$ cat src/rtl/fp_pkg.sv
// Shared floating-point definitions for the fp_* units: rounding-mode codes,
// operand classification record and a format-generic canonical quiet NaN.
package fp_pkg;

    localparam logic [2:0] RNE = 3'd0;
    localparam logic [2:0] RTZ = 3'd1;
    localparam logic [2:0] RDN = 3'd2;
    localparam logic [2:0] RUP = 3'd3;
    localparam logic [2:0] RMM = 3'd4;

    localparam int FP_MAX_W = 128;

    typedef struct packed {
        logic iszero;
        logic isinf;
        logic isqnan;
        logic issnan;
        logic isdenorm;
    } fp_class_t;

    // {sign=0, exponent all ones, mantissa MSB set, rest clear}, right-aligned in FP_MAX_W bits
    function automatic logic [FP_MAX_W-1:0] canonical_nan(input int exp_w, input int man_w);
        logic [FP_MAX_W-1:0] one;
        one = FP_MAX_W'(1);
        return (((one << exp_w) - one) << man_w) | (one << (man_w - 1));
    endfunction

endpackage

$ cat src/rtl/fp_classify.sv
// Combinational operand classifier: splits an exponent/mantissa pair into
// zero, infinity, quiet NaN, signalling NaN and denormal.
module fp_classify
    import fp_pkg::*;
#(
    parameter int EXP_W = 8,
    parameter int MAN_W = 23
) (
    input  logic [EXP_W-1:0] exp_field,
    input  logic [MAN_W-1:0] man_field,
    output fp_class_t        cls
);

    logic exp_zero;
    logic exp_ones;
    logic man_zero;

    assign exp_zero = (exp_field == '0);
    assign exp_ones = (exp_field == '1);
    assign man_zero = (man_field == '0);

    assign cls.iszero   = exp_zero & man_zero;
    assign cls.isdenorm = exp_zero & ~man_zero;
    assign cls.isinf    = exp_ones & man_zero;
    assign cls.isqnan   = exp_ones & man_field[MAN_W-1];
    assign cls.issnan   = exp_ones & ~man_field[MAN_W-1] & ~man_zero;

endmodule

$ cat src/rtl/fp_mul_param_pipe.sv
// Parametrised IEEE-754 multiplier, 4-stage pipeline, one result per cycle.
// Define FP_MUL_BACKPRESSURE_EN to add the out_ready port and pipeline stalling.
module fp_mul_param_pipe
    import fp_pkg::*;
#(
    parameter int EXP_W = 8,
    parameter int MAN_W = 23
) (
    input  logic                   clk,
    input  logic                   rst,
    input  logic                   valid_data_in,
    input  logic [EXP_W+MAN_W:0]   in1,
    input  logic [EXP_W+MAN_W:0]   in2,
    input  logic [2:0]             rounding_mode,
    output logic                   in_ready,
`ifdef FP_MUL_BACKPRESSURE_EN
    input  logic                   out_ready,
`endif
    output logic [EXP_W+MAN_W:0]   out,
    output logic                   overflow,
    output logic                   underflow,
    output logic                   inexact,
    output logic                   invalid_operation,
    output logic                   valid_data_out
);

    localparam int W    = 1 + EXP_W + MAN_W;
    localparam int BIAS = 2**(EXP_W-1) - 1;
    localparam int XW   = EXP_W + 2;
    localparam int PW   = 2 * (MAN_W + 1);

    localparam logic signed [XW-1:0] BIAS_X = XW'(BIAS);
    localparam logic signed [XW-1:0] EMAX_X = XW'(2**EXP_W - 1);
    localparam logic signed [XW-1:0] ONE_X  = XW'(1);
    localparam logic signed [XW-1:0] ZERO_X = XW'(0);
    localparam logic [W-1:0] CANON_NAN = W'(canonical_nan(EXP_W, MAN_W));
    localparam logic [W-1:0] QUIET_BIT = W'(1) << (MAN_W - 1);

    logic stall;
`ifdef FP_MUL_BACKPRESSURE_EN
    assign stall = valid_data_out & ~out_ready;
`else
    assign stall = 1'b0;
`endif
    assign in_ready = ~stall;

    // ---- S1: classify and resolve special operands ----
    fp_class_t cls1, cls2;

    fp_classify #(.EXP_W(EXP_W), .MAN_W(MAN_W)) u_cls1 (
        .exp_field (in1[W-2 -: EXP_W]),
        .man_field (in1[MAN_W-1:0]),
        .cls       (cls1)
    );

    fp_classify #(.EXP_W(EXP_W), .MAN_W(MAN_W)) u_cls2 (
        .exp_field (in2[W-2 -: EXP_W]),
        .man_field (in2[MAN_W-1:0]),
        .cls       (cls2)
    );

    logic         sign_c;
    logic         zero1_c, zero2_c;
    logic         spec_c, spec_inv_c;
    logic [W-1:0] spec_res_c;
    logic [2:0]   rm_c;

    assign sign_c  = in1[W-1] ^ in2[W-1];
    assign zero1_c = cls1.iszero | cls1.isdenorm;
    assign zero2_c = cls2.iszero | cls2.isdenorm;
    assign rm_c    = (rounding_mode > RMM) ? RNE : rounding_mode;

    always_comb begin
        spec_c     = 1'b1;
        spec_inv_c = 1'b0;
        spec_res_c = '0;
        if (cls1.isqnan) begin
            spec_res_c = in1;
        end else if (cls2.isqnan) begin
            spec_res_c = in2;
        end else if (cls1.issnan) begin
            spec_res_c = in1 | QUIET_BIT;
            spec_inv_c = 1'b1;
        end else if (cls2.issnan) begin
            spec_res_c = in2 | QUIET_BIT;
            spec_inv_c = 1'b1;
        end else if ((cls1.isinf && zero2_c) || (cls2.isinf && zero1_c)) begin
            spec_res_c = CANON_NAN;
            spec_inv_c = 1'b1;
        end else if (cls1.isinf || cls2.isinf) begin
            spec_res_c = {sign_c, {EXP_W{1'b1}}, {MAN_W{1'b0}}};
        end else if (zero1_c || zero2_c) begin
            spec_res_c = {sign_c, {(W-1){1'b0}}};
        end else begin
            spec_c = 1'b0;
        end
    end

    logic             vld_p1, sign_p1, spec_p1, spec_inv_p1;
    logic [EXP_W-1:0] exp1_p1, exp2_p1;
    logic [MAN_W:0]   man1_p1, man2_p1;
    logic [2:0]       rm_p1;
    logic [W-1:0]     spec_res_p1;

    always_ff @(posedge clk) begin
        if (rst) begin
            vld_p1      <= 1'b0;
            sign_p1     <= 1'b0;
            exp1_p1     <= '0;
            exp2_p1     <= '0;
            man1_p1     <= '0;
            man2_p1     <= '0;
            rm_p1       <= '0;
            spec_p1     <= 1'b0;
            spec_inv_p1 <= 1'b0;
            spec_res_p1 <= '0;
        end else if (!stall) begin
            vld_p1      <= valid_data_in;
            sign_p1     <= sign_c;
            exp1_p1     <= in1[W-2 -: EXP_W];
            exp2_p1     <= in2[W-2 -: EXP_W];
            man1_p1     <= {1'b1, in1[MAN_W-1:0]};
            man2_p1     <= {1'b1, in2[MAN_W-1:0]};
            rm_p1       <= rm_c;
            spec_p1     <= spec_c;
            spec_inv_p1 <= spec_inv_c;
            spec_res_p1 <= spec_res_c;
        end
    end

    // ---- S2: exponent sum and significand product ----
    logic signed [XW-1:0] exp_sum_c;
    assign exp_sum_c = $signed({2'b00, exp1_p1}) + $signed({2'b00, exp2_p1}) - BIAS_X;

    logic                 vld_p2, sign_p2, spec_p2, spec_inv_p2;
    logic signed [XW-1:0] exp_p2;
    logic [PW-1:0]        prod_p2;
    logic [2:0]           rm_p2;
    logic [W-1:0]         spec_res_p2;

    always_ff @(posedge clk) begin
        if (rst) begin
            vld_p2      <= 1'b0;
            sign_p2     <= 1'b0;
            exp_p2      <= '0;
            prod_p2     <= '0;
            rm_p2       <= '0;
            spec_p2     <= 1'b0;
            spec_inv_p2 <= 1'b0;
            spec_res_p2 <= '0;
        end else if (!stall) begin
            vld_p2      <= vld_p1;
            sign_p2     <= sign_p1;
            exp_p2      <= exp_sum_c;
            prod_p2     <= PW'(man1_p1) * PW'(man2_p1);
            rm_p2       <= rm_p1;
            spec_p2     <= spec_p1;
            spec_inv_p2 <= spec_inv_p1;
            spec_res_p2 <= spec_res_p1;
        end
    end

    // ---- S3: normalise into kept bits, guard and sticky ----
    logic signed [XW-1:0] exp_n_c;
    logic [MAN_W:0]       kept_c;
    logic                 guard_c, sticky_c;

    always_comb begin
        if (prod_p2[PW-1]) begin
            exp_n_c  = exp_p2 + ONE_X;
            kept_c   = prod_p2[PW-1 -: MAN_W+1];
            guard_c  = prod_p2[MAN_W];
            sticky_c = |prod_p2[MAN_W-1:0];
        end else begin
            exp_n_c  = exp_p2;
            kept_c   = prod_p2[PW-2 -: MAN_W+1];
            guard_c  = prod_p2[MAN_W-1];
            sticky_c = |prod_p2[MAN_W-2:0];
        end
    end

    logic                 vld_p3, sign_p3, spec_p3, spec_inv_p3;
    logic                 guard_p3, sticky_p3;
    logic signed [XW-1:0] exp_p3;
    logic [MAN_W:0]       kept_p3;
    logic [2:0]           rm_p3;
    logic [W-1:0]         spec_res_p3;

    always_ff @(posedge clk) begin
        if (rst) begin
            vld_p3      <= 1'b0;
            sign_p3     <= 1'b0;
            exp_p3      <= '0;
            kept_p3     <= '0;
            guard_p3    <= 1'b0;
            sticky_p3   <= 1'b0;
            rm_p3       <= '0;
            spec_p3     <= 1'b0;
            spec_inv_p3 <= 1'b0;
            spec_res_p3 <= '0;
        end else if (!stall) begin
            vld_p3      <= vld_p2;
            sign_p3     <= sign_p2;
            exp_p3      <= exp_n_c;
            kept_p3     <= kept_c;
            guard_p3    <= guard_c;
            sticky_p3   <= sticky_c;
            rm_p3       <= rm_p2;
            spec_p3     <= spec_p2;
            spec_inv_p3 <= spec_inv_p2;
            spec_res_p3 <= spec_res_p2;
        end
    end

    // ---- S4: round, range-check, pack result and flags ----
    logic                 inc_c;
    logic [MAN_W+1:0]     rnd_c;
    logic signed [XW-1:0] exp_r_c;
    logic [MAN_W-1:0]     frac_c;
    logic [W-1:0]         res_c, inf_c, max_c;
    logic                 ov_c, uf_c, ix_c, inv_c;

    always_comb begin
        inc_c   = 1'b0;
        rnd_c   = '0;
        exp_r_c = exp_p3;
        frac_c  = '0;
        res_c   = '0;
        ov_c    = 1'b0;
        uf_c    = 1'b0;
        ix_c    = 1'b0;
        inv_c   = 1'b0;
        inf_c   = {sign_p3, {EXP_W{1'b1}}, {MAN_W{1'b0}}};
        max_c   = {sign_p3, {(EXP_W-1){1'b1}}, 1'b0, {MAN_W{1'b1}}};

        case (rm_p3)
            RTZ:     inc_c = 1'b0;
            RDN:     inc_c = sign_p3 & (guard_p3 | sticky_p3);
            RUP:     inc_c = ~sign_p3 & (guard_p3 | sticky_p3);
            RMM:     inc_c = guard_p3;
            default: inc_c = guard_p3 & (sticky_p3 | kept_p3[0]);
        endcase

        rnd_c = {1'b0, kept_p3} + {{(MAN_W+1){1'b0}}, inc_c};
        if (rnd_c[MAN_W+1]) begin
            exp_r_c = exp_p3 + ONE_X;
            frac_c  = rnd_c[MAN_W:1];
        end else begin
            frac_c  = rnd_c[MAN_W-1:0];
        end

        if (spec_p3) begin
            res_c = spec_res_p3;
            inv_c = spec_inv_p3;
        end else if (exp_r_c >= EMAX_X) begin
            ov_c = 1'b1;
            ix_c = 1'b1;
            case (rm_p3)
                RTZ:     res_c = max_c;
                RUP:     res_c = sign_p3 ? max_c : inf_c;
                RDN:     res_c = sign_p3 ? inf_c : max_c;
                default: res_c = inf_c;
            endcase
        end else if (exp_r_c <= ZERO_X) begin
            res_c = {sign_p3, {(W-1){1'b0}}};
            uf_c  = 1'b1;
            ix_c  = 1'b1;
        end else begin
            res_c = {sign_p3, exp_r_c[EXP_W-1:0], frac_c};
            ix_c  = guard_p3 | sticky_p3;
        end
    end

    always_ff @(posedge clk) begin
        if (rst) begin
            valid_data_out    <= 1'b0;
            out               <= '0;
            overflow          <= 1'b0;
            underflow         <= 1'b0;
            inexact           <= 1'b0;
            invalid_operation <= 1'b0;
        end else if (!stall) begin
            valid_data_out    <= vld_p3;
            out               <= res_c;
            overflow          <= ov_c;
            underflow         <= uf_c;
            inexact           <= ix_c;
            invalid_operation <= inv_c;
        end
    end

endmodule

$ cat config.mk
export PLATFORM = sky130hd
export DESIGN_NAME = fp_mul_param_pipe
export DESIGN_NICKNAME = d
export VERILOG_FILES = /design/src/rtl/fp_pkg.sv /design/src/rtl/fp_classify.sv /design/src/rtl/fp_mul_param_pipe.sv
export SDC_FILE = /design/constraint.sdc
export NUM_CORES = 2
export LEC_CHECK = 0
export ABC_AREA = 1
export BUFFER_PORTS_ARGS = -buffer_cell sky130_fd_sc_hd__buf_2
export CAP_MARGIN = 20
export CORE_ASPECT_RATIO = 1.4
export CORE_UTILIZATION = 45
export CTS_BUF_LIST = sky130_fd_sc_hd__clkbuf_8
export DETAILED_ROUTE_END_ITERATION = 7
export PLACE_DENSITY = 0.57
export SLEW_MARGIN = 30
export SYNTH_ARGS = -nofsm -noshare
export SYNTH_HDL_FRONTEND = slang
export SYNTH_HIERARCHICAL = 1
export SYNTH_SLANG_ARGS = --single-unit
$ cat constraint.sdc
create_clock -name clk -period 10.1 [get_ports clk]
set_clock_uncertainty 0.1 [all_clocks]
set_input_delay 2.02 -clock clk [delete_from_list [all_inputs] [get_ports clk]]
set_output_delay 2.02 -clock clk [all_outputs]
set_load 0.02 [all_outputs]
==> qor.csv <==
stage,metric,value,unit
outcome,status,finished clean,
clock_tree,number of buffers inserted for hold repair after clock tree synthesis,0,
power,combinational power share,50.9,%
clock_tree,clock insertion delay at the later pin of the skew report,0.60,ns
timing,final-report setup violation count,0,
placement,number of buffers added on ports,106,
setup_path,signal arrival time at the worst endpoint,7.78,ns
power,power density normalized to cell area,160,nW/µm²
timing,number of max-slew violations in the final report,0,
layout,count of fill cells added during filler insertion,6996,
power,switching part of the total,45.4,%
floorplan,initial cell density of the core,45.4,%
floorplan,floorplan die height,314,µm
floorplan,horizontal extent of the die,225,µm
detailed_routing,DRC Markers,0,
grt,met1 demand-to-capacity share in global routing,29.7,%
synth,most instantiated cells after synthesis,"1144 x sky130_fd_sc_hd__inv_1, 880 x sky130_fd_sc_hd__nand2_1, 483 x sky130_fd_sc_hd__fa_1",
run,max-cap check violation count,0,
synth,most used flip-flop cell after synthesis,sky130_fd_sc_hd__dfxtp_1,
grt,"Most Used Layer, Global Route",met2,
clock_tree,clock-pin slew reported for the worst setup and hold paths after clock tree synthesis,0.07,ns
power,internal power consumption,0.00295,W
timing,setup repair after global routing missed its margin,false,
synth,area of the mapped netlist,31300,µm²
synth,count of flip-flops with a built-in enable after synthesis,0,
synth,mean instance size in the synthesized netlist,7.62,µm²
detailed_routing,aggregate routed wire length,90000,µm
floorplan,number of core rows,114,
power,clock network fraction of total power,22.5,%
grt,leftover overflow at the end of global routing,0,
setup_path,biggest cell delay along the critical path,0.67,ns
timing,post-layout min period,7.40,ns
timing,slew of the pin with the lowest slew margin,0.905,ns
detailed_routing,routed via count divided by cell count,4.86,
timing,worst hold slack after final layout,0.296,ns
synth,post-synthesis sequential element count,311,
floorplan,Top-Level Pins,108,
placement,final weighted congestion in routability-driven placement,0.966,
synth,Syn. warnings,6,
grt,wire length of the first global-routing pass,143000,µm
clock_tree,Post-CTS Repair Setup Buffers,0,
detailed_routing,initial detailed-routing violation count,1299,
synth,share of the yosys chip area belonging to registers,19.9,%
setup_path,slowest cell on the critical path,sky130_fd_sc_hd__dfxtp_1,
setup_path,type of origin of the critical path,flop,
layout,fraction of final layout cells with drive strength greater than 1,7.34,%
power,net switching power,0.00246,W
layout,layout overhead on the synthesized area,8.29,%
layout,total number of nets in the final design,4907,
floorplan,full die area,70600,µm²
worst_hold_path,classification of the worst-slack hold path,reg2reg,
timing,final hold viol count,0,
synth,synthesized instance count,4107,
timing,period utilisation layout,73.3,%
power,fraction of power consumed by sequential logic,26.6,%
synth,fraction of post-synthesis cell area in the top cell type by area,30.9,%
timing,peak clock frequency supported by timing,0.135,GHz
synth,post-synthesis async set-or-reset flop share,0,%
synth,library cell occupying the most area in the post-synthesis netlist,sky130_fd_sc_hd__fa_1,
timing,sum of negative setup slack,0,ns
clock_tree,"buffers from clock root to sink, at most",3,
grt,pin count of the biggest net entering global routing,92,
detailed_routing,detail-routed net length per standard cell,17.6,µm
detailed_routing,total via count in the routed design,24900,
grt,global routing met2 resource utilization,50.3,%
clock_tree,TritonCTS Buffers,48,
synth,post-synth net total,4854,
setup_path,category of the worst setup path capture point,flop,
setup_path,Crit path required time,10.48,ns
grt,global routing usage on met3,2.30,%
power,peak supply drop,128,µV
detailed_routing,Antenna Violating Nets Remaining,0,
clock_tree,deepest level of the CTS H-tree,2,
floorplan,core box area,68900,µm²
grt,antenna violations before repair,1,
synth,"top cells by area, synth","sky130_fd_sc_hd__fa_1 31%, sky130_fd_sc_hd__dfxtp_1 20%, sky130_fd_sc_hd__inv_1 14%, sky130_fd_sc_hd__nand2_1 11%, sky130_fd_sc_hd__ha_1 7.8%",
grt,number of global-route vias before repair,26300,
clock_tree,CTS tree,built,
layout,final core area utilization,49.2,%
synth,most repeated cell in the gate-level netlist after synthesis,sky130_fd_sc_hd__inv_1,
setup_path,worst-path fanout max,16,
clock_tree,number of sinks handled by clock tree synthesis,311,
clock_tree,number of resized instances in the post-cts repair step,0,
timing,Slew HR,39.6,%
clock_tree,library cell used as clock root buffer,sky130_fd_sc_hd__clkbuf_8,
grt,global-route usage over all layers,26.3,%
synth,"Distinct cells, synth",45,
placement,HPWL reported at the end of detailed placement,71900,µm
setup_path,critical setup path kind,reg2reg,
detailed_routing,First-pass DRT Iterations,5,
power,Lkg Pwr,19.0,nW
final timing paths:
check / from / to / slack [ns] / cells past startpoint
min reg2reg: spec_res_p2[30]$_SDFF_PP0_ / spec_res_p3[30]$_SDFF_PP0_ / 0.30 / 2
max reg2reg: man2_p1[0]$_SDFF_PP0_ / prod_p2[29]$_SDFF_PP0_ / 2.70 / 25
max: man2_p1[0]$_SDFF_PP0_ / prod_p2[29]$_SDFF_PP0_ / 2.70 / 25
min: spec_res_p2[30]$_SDFF_PP0_ / spec_res_p3[30]$_SDFF_PP0_ / 0.30 / 2
layout by cell type, fill, tap and decap left out, types with 5 or more instances in the layout:
cell	count
sky130_fd_sc_hd__inv_1	1146
sky130_fd_sc_hd__nand2_1	880
sky130_fd_sc_hd__fa_1	483
sky130_fd_sc_hd__nor2_1	401
sky130_fd_sc_hd__dfxtp_1	300
sky130_fd_sc_hd__ha_1	194
sky130_fd_sc_hd__o21ai_0	139
sky130_fd_sc_hd__a21oi_1	114
sky130_fd_sc_hd__buf_2	105
sky130_fd_sc_hd__nand3_1	87
sky130_fd_sc_hd__clkbuf_8	67
sky130_fd_sc_hd__buf_4	44
sky130_fd_sc_hd__nand3_2	22
sky130_fd_sc_hd__o32ai_1	22
sky130_fd_sc_hd__nor3_1	20
sky130_fd_sc_hd__xor2_1	15
sky130_fd_sc_hd__a31oi_1	14
sky130_fd_sc_hd__nand4_1	13
sky130_fd_sc_hd__o21bai_1	11
sky130_fd_sc_hd__dfxtp_2	11
sky130_fd_sc_hd__nor4_1	10
sky130_fd_sc_hd__nand2_2	9
sky130_fd_sc_hd__o221ai_1	8
sky130_fd_sc_hd__inv_2	8
sky130_fd_sc_hd__nor2_2	8
sky130_fd_sc_hd__xnor2_1	7
sky130_fd_sc_hd__clkinv_2	6
sky130_fd_sc_hd__a21o_1	5
final cells by class:
| type | instances | area, µm² | area share [%] |
|---|---|---|---|
| antenna | 1 | 2.50 | 0.00738 |
| timing repair buffer | 150 | 867 | 2.56 |
| clock buffer | 67 | 922 | 2.72 |
| clock inverter | 19 | 213 | 0.628 |
| sequential | 311 | 6240 | 18.4 |
| inverter | 1152 | 4320 | 12.8 |
| multi-input combinational | 2497 | 20200 | 59.5 |
| tap | 928 | 1160 | 3.43 |
per-stage QoR:
stage / setup slack [ns] / std cells / area (µm²) / power, W
detailed placement: 2.68 / 5038 / 32800 / 0.00419
CTS: 2.58 / 5124 / 33900 / 0.00545
global placement: 2.56 / 5038 / 32700 / 0.00422
floorplan: 3.99 / 4107 / 31300 / 0.00321
finish: 2.70 / 5125 / 33900 / 0.00541
global route: 2.34 / 5125 / 33900 / 0.00584
routing by layer:
metal  wire length (µm)  share of wire (%)
met5                  0                  0
met4               3900                4.3
met3               2990                3.3
met2              48500                 54
met1              34600                 38
cells by family (layout without fill, tap and decap cells):
logic type	after synthesis	after routing	synth area share, %
other	1	2	0.0120
adders and majority gates	677	677	38.6
and+or+nand+nor	1472	1472	19.3
DFF	311	311	19.9
AOI/OAI and AO/OA	325	325	5.81
buffers and inverters	1299	1388	15.7
xor gates and xnor gates	22	22	0.616
worst max-delay path, delay by kind of cell, from the launching register on:
family / cells / cell delay, ns
buf+inv: 8 / 0.81
fa+ha+maj: 8 / 3.86
flops: 1 / 0.67
simple gates: 5 / 0.72
compound gates: 4 / 1.13
power by group through the flow:
stage	Sequential [W]	Clock, W	Combinational (W)
floorplan	0.00143	0	0.00178
global placement	0.00147	0	0.00275
detailed placement	0.00146	0	0.00273
CTS	0.00144	0.00125	0.00277
global route	0.00145	0.00130	0.00310
finish	0.00144	0.00122	0.00275
state kept, by name (all words and copies together) (netlist names), 23 cells and up:
signal,flops
kept_p3,24
man1_p1,24
man2_p1,23
out,32
prod_p2,48
spec_res_p1,32
spec_res_p2,32
spec_res_p3,32
No activity file was read; power rests on OpenSTA's default activity.
